<file path="config.mk">
export PLATFORM = sky130hd
export DESIGN_NAME = wb_stage
export DESIGN_NICKNAME = d
export VERILOG_FILES = /design/src/rtl/wb_stage.sv
export SDC_FILE = /design/constraint.sdc
export NUM_CORES = 1
export LEC_CHECK = 0
export BUFFER_PORTS_ARGS = -buffer_cell sky130_fd_sc_hd__buf_4
export CORE_MARGIN = 3
export CORE_UTILIZATION = 32
export DETAILED_ROUTE_END_ITERATION = 8
export GPL_TIMING_DRIVEN = 0
export SLEW_MARGIN = 20
export SYNTH_ARGS = -nofsm -noshare
export SYNTH_HDL_FRONTEND = slang
export SYNTH_SLANG_ARGS = --single-unit
</file>
<file path="constraint.sdc">
create_clock -name clk -period 3.1 [get_ports clk]
set_input_delay 0.62 -clock clk [delete_from_list [all_inputs] [get_ports clk]]
set_output_delay 0.62 -clock clk [all_outputs]
set_load 0.02 [all_outputs]
</file>
<file path="src/rtl/wb_stage.sv">
// Write-back stage: selects register-file write data, owns HI/LO with EX bypass,
// drives the debug trace and counts retired instructions.
module wb_stage #(
   parameter logic [7:0] OP_JAL    = 8'h20,
   parameter logic [7:0] OP_JALR   = 8'h21,
   parameter logic [7:0] OP_MFHI   = 8'h36,
   parameter logic [7:0] OP_MFLO   = 8'h37,
   parameter logic [7:0] OP_MTHI   = 8'h30,
   parameter logic [7:0] OP_MTLO   = 8'h31,
   parameter logic [7:0] OP_MULDIV = 8'h32
) (
   input  logic        clk,
   input  logic        rst,
   input  logic        in_valid,
   input  logic [31:0] in_fourPC,
   input  logic [31:0] in_memResult,
   input  logic [4:0]  in_writeDataReg,
   input  logic [7:0]  in_inst_name,
   input  logic [31:0] in_HI_data,
   input  logic [31:0] in_LO_data,
   output logic        rf_we,
   output logic [4:0]  rf_waddr,
   output logic [31:0] rf_wdata,
   output logic [31:0] hi_fwd,
   output logic [31:0] lo_fwd,
   output logic [31:0] debug_wb_pc,
   output logic [3:0]  debug_wb_rf_wen,
   output logic [4:0]  debug_wb_rf_wnum,
   output logic [31:0] debug_wb_rf_wdata,
   output logic [31:0] retire_cnt
);

   logic [31:0] hi_q, hi_d;
   logic [31:0] lo_q, lo_d;
   logic [31:0] retire_cnt_q, retire_cnt_d;

   logic retire;
   logic is_mthi, is_mtlo, is_muldiv, is_link;

   always_comb begin
      retire    = in_valid & ~rst;
      is_mthi   = (in_inst_name == OP_MTHI);
      is_mtlo   = (in_inst_name == OP_MTLO);
      is_muldiv = (in_inst_name == OP_MULDIV);
      is_link   = (in_inst_name == OP_JAL) || (in_inst_name == OP_JALR);

      hi_d = hi_q;
      lo_d = lo_q;
      if (retire) begin
         if (is_mthi)   hi_d = in_memResult;
         if (is_mtlo)   lo_d = in_memResult;
         if (is_muldiv) begin
            hi_d = in_HI_data;
            lo_d = in_LO_data;
         end
      end
      retire_cnt_d = retire ? retire_cnt_q + 32'd1 : retire_cnt_q;

      // MFHI/MFLO read the architectural registers; any older writer has already left WB.
      rf_we    = retire && (in_writeDataReg != 5'd0) && !is_mthi && !is_mtlo && !is_muldiv;
      rf_waddr = in_writeDataReg;
      if (is_link)
         rf_wdata = in_fourPC + 32'd4;
      else if (in_inst_name == OP_MFHI)
         rf_wdata = hi_q;
      else if (in_inst_name == OP_MFLO)
         rf_wdata = lo_q;
      else
         rf_wdata = in_memResult;

      hi_fwd = hi_d;
      lo_fwd = lo_d;

      debug_wb_pc       = in_fourPC - 32'd4;
      debug_wb_rf_wen   = {4{rf_we}};
      debug_wb_rf_wnum  = rf_waddr;
      debug_wb_rf_wdata = rf_wdata;
      retire_cnt        = retire_cnt_q;
   end

   always_ff @(posedge clk) begin
      if (rst) begin
         hi_q         <= 32'h0;
         lo_q         <= 32'h0;
         retire_cnt_q <= 32'h0;
      end else begin
         hi_q         <= hi_d;
         lo_q         <= lo_d;
         retire_cnt_q <= retire_cnt_d;
      end
   end

endmodule
</file>
==> results of run 1 <==
-- layer usage --
metal	wire (um)	track usage
met1	14260	0.3324
met2	16030	0.3958
met3	2379	0.04757
met4	583	0.05653
met5	0	0
-- repair_timing --
item                       in CTS  in global routing
gates cloned                    2                  5
buffers inserted               29                 16
resized for setup             121                137
setup endpoints to repair     140                104
pin swaps                      15                 34
-- cells in the mapped netlist, types with 7 or more instances --
cell type / n / area (um^2)
nor4_1: 12 / 75.07
mux2i_1: 60 / 600.6
o211ai_1: 21 / 157.7
and4_1: 9 / 78.83
o21ai_0: 54 / 270.3
clkbuf_1: 58 / 217.7
buf_2: 9 / 45.04
inv_1: 11 / 41.29
dfxtp_1: 96 / 1922
a21oi_1: 37 / 185.2
buf_4: 48 / 360.4
and3_1: 39 / 244.0
a21oi_2: 28 / 245.2
nor3_1: 25 / 125.1
nand3_1: 82 / 410.4
nor2_1: 84 / 315.3
a31oi_1: 29 / 181.4
and2b_1: 26 / 195.2
buf_6: 7 / 78.83
nand2_1: 49 / 183.9
nand4_1: 21 / 131.4
nor2b_1: 12 / 75.07
xnor2_1: 36 / 315.3
xor2_1: 47 / 411.6
-- cell families (layout without fill, tap and decap cells) --
group | Yosys count | count (layout) | synth area share
AO/OA/AOI/OAI | 191 | 191 | 0.1625
XOR/XNOR | 83 | 83 | 0.09791
adder cells (fa/ha/maj) | 3 | 3 | 0.005056
buffers and inverters | 138 | 532 | 0.1026
flip-flops | 96 | 96 | 0.2588
multiplexers | 65 | 65 | 0.08847
AND/OR/NAND/NOR | 393 | 393 | 0.2846
-- worst max-delay path, stage by stage --
cell and delay (ns):
buf_6 0.09, or4b_4 0.57, buf_6 0.16, buf_6 0.12
nor4_4 0.16, buf_4 0.17, buf_6 0.13, buf_8 0.12
nor2_1 0.05, a21oi_2 0.18, buf_6 0.15
-- layout make-up --
cell class / instances / area, um^2 / area share
Clock buffer: 11 / 242.7 / 0.02004
Inverter: 11 / 48.80 / 0.004028
Clock inverter: 5 / 63.81 / 0.005267
Buffer: 120 / 848.3 / 0.07002
Multi-Input combinational cell: 735 / 5355 / 0.4420
Tap cell: 285 / 356.6 / 0.02943
Timing Repair Buffer: 385 / 3278 / 0.2706
Sequential cell: 96 / 1922 / 0.1586
-- power breakdown --
| part | switching [mW] | internal (mW) |
|---|---|---|
| Sequential | 0.00641 | 1.24 |
| Combinational | 0.458 | 0.388 |
| Clock | 0.529 | 0.658 |
| Total | 0.993 | 2.28 |
-- through the flow --
| step | cells | hold slack (ns) |
|---|---|---|
| floorplan | 969 | 0.5183 |
| global placement | 1587 | 0.5271 |
| CTS | 1633 | 0.5489 |
| global route | 1648 | 0.5729 |
| detailed placement | 1588 | 0.5253 |
| finish | 1648 | 0.5460 |
-- cell usage in the layout (no fill, tap or decap), drive strengths merged, types with 12 or more instances in the layout --
cell type | netlist | final
buf | 69 | 450
dfxtp | 96 | 96
nor2 | 86 | 86
nand3 | 82 | 82
clkbuf | 58 | 66
a21oi | 65 | 65
mux2i | 60 | 60
o21ai | 56 | 56
nand2 | 49 | 49
xor2 | 47 | 47
and3 | 39 | 39
xnor2 | 36 | 36
a31oi | 29 | 29
nor3 | 27 | 27
and2b | 26 | 26
nand4 | 21 | 21
o211ai | 21 | 21
nor4 | 15 | 15
inv | 11 | 13
nor2b | 12 | 12
-- state kept, by name, summed over array words and instances, names as in the netlist --
name / cells
retire_cnt: 32
lo_q: 32
hi_q: 32
-- path summary, 6_finish.rpt --
path	startpoint	to	cells past startpoint
setup / recovery	in_inst_name[3]	hi_fwd[30]	11
hold / removal	retire_cnt[7]$_SDFFE_PP0N_	retire_cnt[7]$_SDFFE_PP0N_	2
setup reg to reg	retire_cnt[4]$_SDFFE_PP0N_	retire_cnt[23]$_SDFFE_PP0N_	7
hold reg to reg	retire_cnt[7]$_SDFFE_PP0N_	retire_cnt[7]$_SDFFE_PP0N_	2
==> impl_metrics.yaml, run 1 <==
timing:
  max_freq_mhz: 317.3
  slew_violations: 0
  setup_violations: 18
  finalSetupTns_ns: -0.4337
  hold_viol: 0
  max_slew_margin: 0.4932
  fin_worst_skew_ns: 0.007411
  rsz0062_at_grt: "true"
  worst_slew_pin_slew_ns: 0.7602
  final.min_clock_period_ns: 3.152
  fin_ws_ns: -0.05153
  fin_crit_sh: 1.017
global_routing:
  grt_pass1_vias: 8229
  antenna_found_initial: 0
  grt_max_degree: 17
  grt_use_total: 0.2427
  grt-ovfl-total: 0
  grt_pass1_wl_mm: 47.29
finish:
  area_delta_synth_final_pct: 63.18
  stdcell_area_um2: 12120
  fillers: 2191
  insertedDiodeCount: 0
  final_util: 0.5335
  drive_gt1_frac: 0.4622
  nets: 1505
floorplan:
  core_um2: 22710
  pin_count: 351
  dieArea_um2: 25070
  die_h_um: 158.3
  start_util: 0.3269
  num_rows: 55
  die_w_um: 158.3
power:
  power_density_nw_per_um2: 270.4
  ir_worst_vdd_mv: 0.2429
  total_power_mw: 3.276
  power.leakage_nw: 5.493
clocking:
  clk_pin_slew_worst_paths_ns: 0.06
  clock_latency_ns: 0.36
  ctsHoldBuffers: 0
  root_buffer: "clkbuf_16"
  cts_buffers: 9
  cts.htree.levels: 3
  cts_tree: "built"
  clockBufferDepth: 2
  clock-sinks: 96
critical_path:
  crit_required_ns: 2.48
  critPathKind: "primary input to output port"
  worst-r2r-setup-slack_ns: 1.00
  cp.arrival_ns: 2.53
  crit_path_end_kind: "output port"
  cp_max_fo: 5
  cp-start-kind: "primary input"
logic_synthesis:
  synth_fp_nets: 1116
  synth.avg_cell_area_um2: 7.662
  syn_inst: 969
  synth-seq-area-share: 0.2588
  synth-edff-count: 0
  ys.flop_type: "dfxtp_1"
  async_reset_ff_frac: 0
  synth.distinct_cells: 50
  synth_area_um2: 7425
  synth_seq_cells: 96
  ys_warn_count: 0
detailed_routing:
  num_vias: 8747
  viasPerCell: 5.308
  wirelength_mm: 33.25
  post-route-drc-count: 0
  ant_nets: 0
  wl_per_cell_um: 20.18
  dr.first_iter.drc_count: 652
  first_pass_iters: 5
status:
  violations: "negative setup slack"
  run_status: "finished, violations left"
min_path:
  min_path_type: "flip-flop to flip-flop"
placement:
  dpl.hpwl_mm: 25.57
  gp_congestion: 0.8735
  port_buffers: 333
  placed_area_um2: 10420
  pre_cts_ws_ns: -0.8918
run:
  drv_cap: 0
(Power assumes the default switching activity.)
==> inputs of run 2 (changes only) <==
--- a/config.mk
+++ b/config.mk
@@ -10,6 +10,7 @@
 export CORE_UTILIZATION = 32
 export DETAILED_ROUTE_END_ITERATION = 8
 export GPL_TIMING_DRIVEN = 0
+export RECOVER_POWER = 100
 export SLEW_MARGIN = 20
 export SYNTH_ARGS = -nofsm -noshare
 export SYNTH_HDL_FRONTEND = slang
==> impl_metrics.yaml, run 2 (synthesis gave the netlist of run 1 again) <==
timing:
  slew_violations: 0
  setup_violations: 18
  hold_slack_ns: 0.5420
  rsz0062_at_grt: "true"
  fin_ws_ns: -0.05623
  finalSetupTns_ns: -0.4644
  max_freq_mhz: 316.8
  fin_worst_skew_ns: 0.005557
  final.min_clock_period_ns: 3.156
  max_slew_margin: 0.4909
  fin_crit_sh: 1.018
  hold_viol: 0
  worst_slew_pin_slew_ns: 0.7637
finish:
  stdcell_area_um2: 11940
  drive_gt1_frac: 0.4270
  mostFrequentLayoutCells: "310 x buf_4, 96 x dfxtp_1, 88 x clkbuf_1"
  final_common_cell: "buf_4"
  nets: 1505
  insertedDiodeCount: 0
  area_delta_synth_final_pct: 60.79
  finalNonFillerCells: 1648
  final_util: 0.5257
critical_path:
  critPathKind: "primary input to output port"
  crit_required_ns: 2.48
  cp_max_fo: 5
  cp.arrival_ns: 2.54
  crit_path_end_kind: "output port"
  cp-start-kind: "primary input"
power:
  power.leakage_nw: 5.300
  ir_worst_vdd_mv: 0.2425
  power_density_nw_per_um2: 273.3
  total_power_mw: 3.263
floorplan:
  die_h_um: 158.3
  num_rows: 55
  core_um2: 22710
  dieArea_um2: 25070
  pin_count: 351
  die_w_um: 158.3
  start_util: 0.3269
status:
  run_status: "finished, violations left"
  violations: "negative setup slack"
placement:
  port_buffers: 333
  place_inst: 1588
  pre_cts_ws_ns: -0.8918
  placed_area_um2: 10420
  dpl.hpwl_mm: 25.57
  gp_congestion: 0.8735
global_routing:
  grt_max_degree: 17
  grt_pass1_wl_mm: 47.29
  grt_use_met3: 0.04757
  use_met1: 0.3324
  grt-ovfl-total: 0
  grt_pass1_vias: 8229
  antenna_found_initial: 0
  grt_use_total: 0.2427
  gr-usage-met2: 0.3958
  top_usage_layer: "met2"
detailed_routing:
  ant_nets: 0
  post-route-drc-count: 0
  wl_per_cell_um: 20.23
  first_pass_iters: 5
  num_vias: 8848
  wirelength_mm: 33.35
  viasPerCell: 5.369
  dr.first_iter.drc_count: 735
clocking:
  clockBufferDepth: 2
  cts.htree.levels: 3
  ctsHoldBuffers: 0
  clock-sinks: 96
  cts_buffers: 9
  cts_tree: "built"
  root_buffer: "clkbuf_16"
  clock_latency_ns: 0.35
  clk_pin_slew_worst_paths_ns: 0.06
run:
  drv_cap: 0
min_path:
  min_path_type: "flip-flop to flip-flop"
-- run 2: cell types whose count changed in the layout (fill, tap and decap cells not counted), sizes merged --
cell	change
clkbuf	+48
buf	-48
-- run 2: area by class of cell --
type | count | area [um^2]
sequential | 96 | 1922
buffer | 120 | 847.1
fill | 2236 | 10770
clock buffer | 11 | 242.7
inverter | 11 | 48.80
clock inverter | 5 | 63.81
multi-input combinational | 735 | 5355
timing repair buffer | 385 | 3102
tap | 285 | 356.6
-- run 2: path summary, 6_finish.rpt --
check | from | endpoint | slack, ns | cells after the start
setup / recovery | in_inst_name[3] | hi_fwd[30] | -0.06 | 11
hold / removal | retire_cnt[7]$_SDFFE_PP0N_ | retire_cnt[7]$_SDFFE_PP0N_ | 0.54 | 2
setup reg to reg | retire_cnt[4]$_SDFFE_PP0N_ | retire_cnt[23]$_SDFFE_PP0N_ | 1.00 | 7
hold reg to reg | retire_cnt[7]$_SDFFE_PP0N_ | retire_cnt[7]$_SDFFE_PP0N_ | 0.54 | 2
-- run 2: power breakdown --
group	switching [mW]	internal (mW)	total, mW
clock	0.527	0.658	1.18
sequential	0.00631	1.24	1.24
combinational	0.458	0.376	0.835
total	0.992	2.27	3.26
-- run 2: worst max-delay path, stage by stage --
cell and delay (ns):
buf_6 0.09, or4b_4 0.57, buf_6 0.16, buf_6 0.12, nor4_4 0.16, buf_4 0.17
buf_6 0.13, buf_8 0.12, nor2_1 0.05, a21oi_2 0.18, buf_6 0.15
-- run 2: layer usage --
| layer | wire, um | share of wire |
|---|---|---|
| met5 | 0 | 0 |
| met1 | 14360 | 0.43 |
| met3 | 2405 | 0.072 |
| met2 | 16050 | 0.48 |
| met4 | 535 | 0.016 |
-- run 2: repair_timing --
action | 4_1_cts | 5_1_grt
cloned | 2 | 5
buffers inserted | 29 | 16
pin swaps | 15 | 34
endpoints found under the setup margin | 140 | 104
gates resized for setup | 121 | 137
